## src/rtl/dmem_lsu_ctrl.sv

```systemverilog
// dmem_lsu_ctrl
// Load/store sequencer between the core memory stage and a word-only data
// memory with combinational read and clocked write. Handles one byte,
// halfword or word request at a time; sub-word stores are read-modify-write.
//
// Build option: define DMEM_LSU_ERR_CHECK_EN to reject misaligned,
// out-of-range and illegal-funct3 requests with rsp_err. Without it rsp_err
// is tied low, low address bits below the access size are ignored and
// illegal funct3 codes behave as word accesses.

module dmem_lsu_ctrl #(
    parameter int MEM_WORDS = 128
) (
    input  logic        clk,
    input  logic        reset,
    input  logic        req_valid,
    output logic        req_ready,
    input  logic        req_we,
    input  logic [2:0]  req_funct3,
    input  logic [31:0] req_addr,
    input  logic [31:0] req_wdata,
    output logic        rsp_valid,
    output logic [31:0] rsp_rdata,
    output logic        rsp_err,
    output logic        mem_read_en,
    output logic        mem_write_en,
    output logic [31:0] mem_address,
    output logic [31:0] mem_wdata,
    input  logic [31:0] mem_rdata
);

    localparam logic [2:0] ST_IDLE   = 3'd0;
    localparam logic [2:0] ST_LOAD   = 3'd1;
    localparam logic [2:0] ST_RMW_RD = 3'd2;
    localparam logic [2:0] ST_WRITE  = 3'd3;
    localparam logic [2:0] ST_RESP   = 3'd4;

    // Elaboration-time sanity check on the memory size.
    if (MEM_WORDS < 1) begin : g_bad_mem_words
        $error("dmem_lsu_ctrl: MEM_WORDS must be at least 1");
    end

    logic [2:0]  state;
    logic [2:0]  lat_funct3;   // width/sign of the accepted request
    logic [31:0] lat_addr;     // byte address of the accepted request
    logic [31:0] wbuf;         // store data, then the merged write word
    logic [31:0] rsp_rdata_q;

    logic        req_is_byte;
    logic        req_is_half;
    logic        req_is_word;
    logic        req_err;

    logic [7:0]  load_byte;
    logic [15:0] load_half;
    logic [31:0] load_ext;
    logic [31:0] merge_word;

    // Decode the access width of the incoming request; codes 011/110/111
    // fall into the word bucket.
    always_comb begin
        req_is_byte = (req_funct3[1:0] == 2'b00);
        req_is_half = (req_funct3[1:0] == 2'b01);
        req_is_word = !req_is_byte && !req_is_half;
    end

`ifdef DMEM_LSU_ERR_CHECK_EN
    logic illegal_f3;
    logic misaligned;
    logic out_of_range;
    logic rsp_err_q;

    // Flag requests that must never reach the memory.
    always_comb begin
        illegal_f3   = (req_funct3 == 3'b011) || (req_funct3 == 3'b110) ||
                       (req_funct3 == 3'b111) || (req_we && req_funct3[2]);
        misaligned   = (req_is_half && req_addr[0]) ||
                       (req_is_word && (req_addr[1:0] != 2'b00));
        out_of_range = ({2'b00, req_addr[31:2]} >= 32'(MEM_WORDS));
        req_err      = illegal_f3 || misaligned || out_of_range;
    end

    // Capture the error verdict at acceptance; it is presented with rsp_valid.
    always_ff @(posedge clk) begin
        if (reset) begin
            rsp_err_q <= 1'b0;
        end else if ((state == ST_IDLE) && req_valid) begin
            rsp_err_q <= req_err;
        end
    end

    assign rsp_err = rsp_err_q;
`else
    assign req_err = 1'b0;
    assign rsp_err = 1'b0;
`endif

    // Select and extend the addressed lane of the memory word for loads.
    // NOTE: every output of a combinational block gets a default first so
    // no path can leave it unassigned and infer a latch.
    always_comb begin
        load_byte = mem_rdata[7:0];
        case (lat_addr[1:0])
            2'b01:   load_byte = mem_rdata[15:8];
            2'b10:   load_byte = mem_rdata[23:16];
            2'b11:   load_byte = mem_rdata[31:24];
            default: load_byte = mem_rdata[7:0];
        endcase

        load_half = lat_addr[1] ? mem_rdata[31:16] : mem_rdata[15:0];

        if (lat_funct3[1:0] == 2'b00) begin
            load_ext = {{24{load_byte[7] & ~lat_funct3[2]}}, load_byte};
        end else if (lat_funct3[1:0] == 2'b01) begin
            load_ext = {{16{load_half[15] & ~lat_funct3[2]}}, load_half};
        end else begin
            load_ext = mem_rdata;
        end
    end

    // Replace the addressed byte/halfword lane of the read word with store data.
    always_comb begin
        merge_word = mem_rdata;
        if (lat_funct3[1:0] == 2'b00) begin
            case (lat_addr[1:0])
                2'b01:   merge_word[15:8]  = wbuf[7:0];
                2'b10:   merge_word[23:16] = wbuf[7:0];
                2'b11:   merge_word[31:24] = wbuf[7:0];
                default: merge_word[7:0]   = wbuf[7:0];
            endcase
        end else if (lat_funct3[1:0] == 2'b01) begin
            if (lat_addr[1]) begin
                merge_word[31:16] = wbuf[15:0];
            end else begin
                merge_word[15:0] = wbuf[15:0];
            end
        end else begin
            merge_word = wbuf;
        end
    end

    // Sequencer: accept in IDLE, then walk the access path to a single RESP.
    // The load/store direction is carried by the state path, so req_we does
    // not need its own register.
    // NOTE: clocked state uses non-blocking assignments so every register
    // samples pre-edge values regardless of statement order.
    always_ff @(posedge clk) begin
        if (reset) begin
            state       <= ST_IDLE;
            lat_funct3  <= 3'b000;
            lat_addr    <= 32'h0;
            wbuf        <= 32'h0;
            rsp_rdata_q <= 32'h0;
        end else begin
            case (state)
                ST_IDLE: begin
                    if (req_valid) begin
                        lat_funct3  <= req_funct3;
                        lat_addr    <= req_addr;
                        wbuf        <= req_wdata;
                        rsp_rdata_q <= 32'h0;
                        if (req_err) begin
                            state <= ST_RESP;
                        end else if (!req_we) begin
                            state <= ST_LOAD;
                        end else if (req_is_word) begin
                            state <= ST_WRITE;
                        end else begin
                            state <= ST_RMW_RD;
                        end
                    end
                end
                ST_LOAD: begin
                    rsp_rdata_q <= load_ext;
                    state       <= ST_RESP;
                end
                ST_RMW_RD: begin
                    wbuf  <= merge_word;
                    state <= ST_WRITE;
                end
                ST_WRITE: begin
                    state <= ST_RESP;
                end
                ST_RESP: begin
                    state <= ST_IDLE;
                end
                default: begin
                    state <= ST_IDLE;
                end
            endcase
        end
    end

    // Handshake and response outputs come straight from registered state.
    assign req_ready = !reset && (state == ST_IDLE);
    assign rsp_valid = (state == ST_RESP);
    assign rsp_rdata = rsp_rdata_q;

    // Memory strobes are gated by reset so a reset in WRITE aborts the store.
    assign mem_read_en  = !reset && ((state == ST_LOAD) || (state == ST_RMW_RD));
    assign mem_write_en = !reset && (state == ST_WRITE);
    assign mem_address  = {lat_addr[31:2], 2'b00};
    assign mem_wdata    = wbuf;

endmodule
```

## config.mk

```make
export PLATFORM = sky130hd
export DESIGN_NAME = dmem_lsu_ctrl
export DESIGN_NICKNAME = d
export VERILOG_FILES = /design/src/rtl/dmem_lsu_ctrl.sv
export SDC_FILE = /design/constraint.sdc
export NUM_CORES = 1
export LEC_CHECK = 0
export ABC_AREA = 1
export CAP_MARGIN = 10
export CORE_MARGIN = 4
export CORE_UTILIZATION = 49
export DETAILED_ROUTE_END_ITERATION = 7
export PLACE_DENSITY = 0.88
export REMOVE_ABC_BUFFERS = 1
export SYNTH_ARGS = -nofsm -noshare
export SYNTH_HDL_FRONTEND = slang
export SYNTH_SLANG_ARGS = --single-unit
```

## constraint.sdc

```tcl
create_clock -name clk -period 2.7 [get_ports clk]
set_input_delay 0.54 -clock clk [delete_from_list [all_inputs] [get_ports clk]]
set_output_delay 0.54 -clock clk [all_outputs]
set_load 0.01 [all_outputs]
```

== Word-level counts from Yosys, hierarchy flattened ==
Cells that the tools add are included.
Storage, ports and cells
  logic and storage cells: 63
  input port bits: 103
  register bits: 102
  output and inout port bits: 101
Operators by class
  mux-type cells: 20
  bitwise operators: 3
  equality and inequality tests: 13
  reductions and logical operators: 20
Operator list (count)
  $mux 32: 6
  $pmux 32 s2: 2
  $mux 16: 3
  $mux 8: 4
  $pmux 8 s3: 1
  $ne 3x3->1 const B: 3
  $pmux 3 s3: 1
  $eq 2x1->1 const B: 3
  $eq 3x2->1 const B: 2
  $reduce_and 5->1: 1
  $eq 2x2->1 const B: 2
  $logic_and 1x1->1: 4
  $logic_not 2->1: 2
  $reduce_and 2->1: 2
  $reduce_and 4->1: 1
  $reduce_bool 2->1: 2
  $eq 3x1->1 const B: 1
  $eq 3x3->1 const B: 1
  $logic_not 1->1: 3
  $logic_not 3->1: 1
  $mux 3: 1
  $reduce_and 3->1: 1
  $reduce_or 3->1: 1
  $and 1x1->1: 2
  6 further kinds: 6

== Longest topological paths before layout ==
  depth in word-level cells: 7
  gate-level depth with buffers: 11

== Worst setup path after synthesis ==
Ideal clock, no wire load.
  path kind: input-to-output
  from: input port reset
  to: output port mem_write_en
  data required time: 2.160 ns
  setup slack: 0.825 ns
  stages on the path: 5
  path buffers: 2
  data arrival time: 1.335 ns
  cell sequence: clkbuf_1 > inv_1 > buf_2 > nand2_1 > nor3_1
Between the ends
  cells in the longest elaborated chain, start to end: 2
RTL lines
  from (decl): RTL line 15  | input logic reset,
  $logic_not 1->1: RTL line 201  | assign mem_write_en = !reset && (state == ST_WRITE);
  $logic_and 1x1->1: RTL line 201
  to (decl): RTL line 26  | output logic mem_write_en,
Every way passes these cells.

== Final worst setup path ==
Same ends and word-level chain as after synthesis.

==> flow_metrics.env <==
export IMPL_detail_route_antenna_nets=0
export IMPL_nets=1174
export IMPL_yosysTopAreaCellShare=0.350
export IMPL_hold_viol_final=0
export IMPL_clk_pin_slew_ns=0.07
export IMPL_dpl_cell_area_um2=7620
export IMPL_hold_path_class="register to register"
export IMPL_hold_depth=2
export IMPL_power_leakage_nw=3.32
export IMPL_internal_power_mw=3.21
export IMPL_fin_crit_sh=0.927
export IMPL_drc=0
export IMPL_drive_gt1_frac=0.0651
export IMPL_status="finished, final reports clean"
export IMPL_worst_slew_pin_slew_ns=0.592
export IMPL_pwr_share_clk=0.268
export IMPL_clk_latency_ns=0.35
export IMPL_clk_path_buf_depth=2
export IMPL_dieHeight_um=117
export IMPL_viasPerCell=5.33
export IMPL_min_to="rsp_rdata[3]$_SDFFE_PP0P_"
export IMPL_setup_viol=0
export IMPL_ir_worst_vdd_uv=392
export IMPL_wire_per_inst_um=15.8
export IMPL_end_kind="output port"
export IMPL_cp_max_fo=3
export IMPL_yosys_area_top_type="dfxtp_1"
export IMPL_rows=39
export IMPL_core_um2=11500
export IMPL_drtPass1Iterations=5
export IMPL_yosys_top_cells_area="dfxtp_1, nor2_1, nand2_1"
export IMPL_syn_area_per_cell_um2=6.29
export IMPL_cts_sinks=102
export IMPL_rsz0062_at_grt="no"
export IMPL_grt_max_degree=68
export IMPL_io_buffers=200
export IMPL_ys_top_cells_by_count="nor2_1, nand2_1, dfxtp_1"
export IMPL_hold_buffers=0
export IMPL_reg2regPathDepth=9
export IMPL_final_util=0.688
export IMPL_cts_buffers=9
export IMPL_diodes=0
export IMPL_finalPower_mw=4.95
export IMPL_grt_pass1_vias=6110
export IMPL_slew_headroom=0.605
export IMPL_cp_required_ns=2.16
export IMPL_dieArea_um2=13700
export IMPL_yosysSeqAreaShare=0.350
export IMPL_switching_share=0.352
export IMPL_synth_main_ff_cell="dfxtp_1"
export IMPL_stdcell_count=1218
export IMPL_path_class="input pin to output port"
export IMPL_initial_core_util=0.506
export IMPL_netlist_area_um2=5830
export IMPL_io_pins=204
export IMPL_grt_pass1_wl_mm=30.4
export IMPL_yosysMostFrequentCell="nor2_1"
export IMPL_crit_arrival_ns=1.96
export IMPL_synthCells=927
export IMPL_cts_setup_buffers=0
export IMPL_worst_setup_path_start_kind="input pin"
export IMPL_final_area_um2=7920
export IMPL_timing_final_crit_period_ns=2.50
export IMPL_area_growth_syn_to_layout_pct=35.8
export IMPL_gp_congestion=0.956
export IMPL_finalClockSkew_ns=0.00785
export IMPL_combinationalPowerShare=0.356
export IMPL_rr_endpoint="mem_wdata[8]$_SDFFE_PP0P_"
export IMPL_p_per_area_nw_per_um2=625
export IMPL_synth_edf_count=0
export IMPL_placed_cells=1203
export IMPL_wl_mm=19.3
export IMPL_yosysWarnings=0
export IMPL_grtUsageTotal=0.281
export IMPL_p_seq_frac=0.376
export IMPL_ctsRootBufferMaster="clkbuf_16"
export IMPL_rr_startpoint="state[0]$_SDFFE_PP0P_"
export IMPL_worstHoldStart="rsp_rdata[3]$_SDFFE_PP0P_"
export IMPL_regToRegSetupSlack_ns=0.72
export IMPL_cts_htree_levels=3
export IMPL_fmax_mhz=400
export IMPL_slew_violations=0
export IMPL_cts_tree="yes"
export IMPL_switchingPower_mw=1.74
export IMPL_dp_hpwl_mm=14.6
export IMPL_synth_async_reset_ratio=0
export IMPL_synth_seq_cells=102
export IMPL_vias=6488
export IMPL_maxCapViolations=0
export IMPL_synth_cell_type_count=28
export IMPL_overflow=0
export IMPL_tns_ns=0
export IMPL_antenna_found_initial=0
export IMPL_drt_iter0_markers=567
export IMPL_die_width_um=117
export IMPL_post_cts_resized=0
## kinds of logic (layout without fill, tap and decap cells)
kind of cell           Yosys count  after routing  share of synthesized area
and+or+nand+nor                500            500                      0.367
AOI/OAI and AO/OA              166            166                      0.146
buffers and inverters          158            304                      0.136
DFF                            102            102                      0.350
other                            1              3                   0.000643
## flip-flops by register name (all words and copies together) (netlist names)
signal and count:
lat_addr 32, rsp_rdata 32, lat_funct3 3, mem_wdata 32, state 3
## worst max-delay path, stage by stage
cell             delay [ns]
clkdlybuf4s50_1        0.50
inv_1                  0.14
nand2_1                0.09
nor3_1                 0.13
clkdlybuf4s50_1        0.55
## cell type report
| class | count | area (um^2) |
|---|---|---|
| inverter | 74 | 283 |
| multi-input combinational | 669 | 3000 |
| sequential | 102 | 2040 |
| fill | 1027 | 3600 |
| clock inverter | 5 | 58.8 |
| timing repair buffer | 215 | 2110 |
| tap | 143 | 179 |
| clock buffer | 10 | 239 |
## placed cells by master (no fill, tap or decap)
cell type	synthesis	layout
inv_2	13	13
nor3_1	2	2
bufinv_16	0	1
nor2_4	1	1
nor2_8	2	2
clkinv_2	0	1
clkbuf_8	0	1
a211oi_1	1	1
clkinvlp_4	0	2
nand3_4	3	3
clkdlybuf4s50_1	0	200
nor3b_1	1	1
nand3_1	65	65
conb_1	1	3
inv_4	2	2
nor2_1	218	218
nand2_2	8	8
inv_1	59	59
nand4_1	6	6
nand3_2	4	4
inv_6	0	1
a21oi_1	50	50
o21ai_1	14	14
o21ai_0	85	85
nand2_4	3	3
a31oi_1	16	16
nand2_1	183	183
dfxtp_1	102	102
nor2_2	4	4
clkbuf_16	0	9
buf_4	36	15
## stage by stage
step	hold slack, ns	setup slack [ns]
3_5_place_dp	0.462	0.183
6_report	0.477	0.198
2_1_floorplan	0.482	0.340
4_1_cts	0.477	0.186
3_3_place_gp	0.460	0.178
5_1_grt	0.490	0.126
## per-layer routing
metal | routed length (um) | share of wire | up-vias | GRT usage
li1 | - | - | 3203 | -
met1 | 7630 | 0.40 | 2843 | 0.347
met2 | 8710 | 0.45 | 396 | 0.471
met3 | 2280 | 0.12 | 46 | 0.0627
met4 | 639 | 0.033 | 0 | 0.123
met5 | 0 | 0 | - | 0
## power by group through the flow
stage	Clock, mW	Sequential (mW)	Combinational [mW]
after floorplan	0	1.96	0.818
after global placement	0	1.88	1.72
after detailed placement	0	1.89	1.75
after CTS	1.34	1.85	1.76
after global routing	1.41	1.88	1.95
final	1.33	1.86	1.76
## how the worst max path moves through the flow
stage / start / to / depth (start not counted)
after global routing: reset / mem_write_en / 5
after detailed placement: reset / mem_write_en / 5
after global placement: reset / mem_write_en / 5
after CTS: reset / mem_write_en / 5
after floorplan: reset / mem_write_en / 3
final: reset / mem_write_en / 5
No activity file was read; power rests on OpenSTA's default activity.
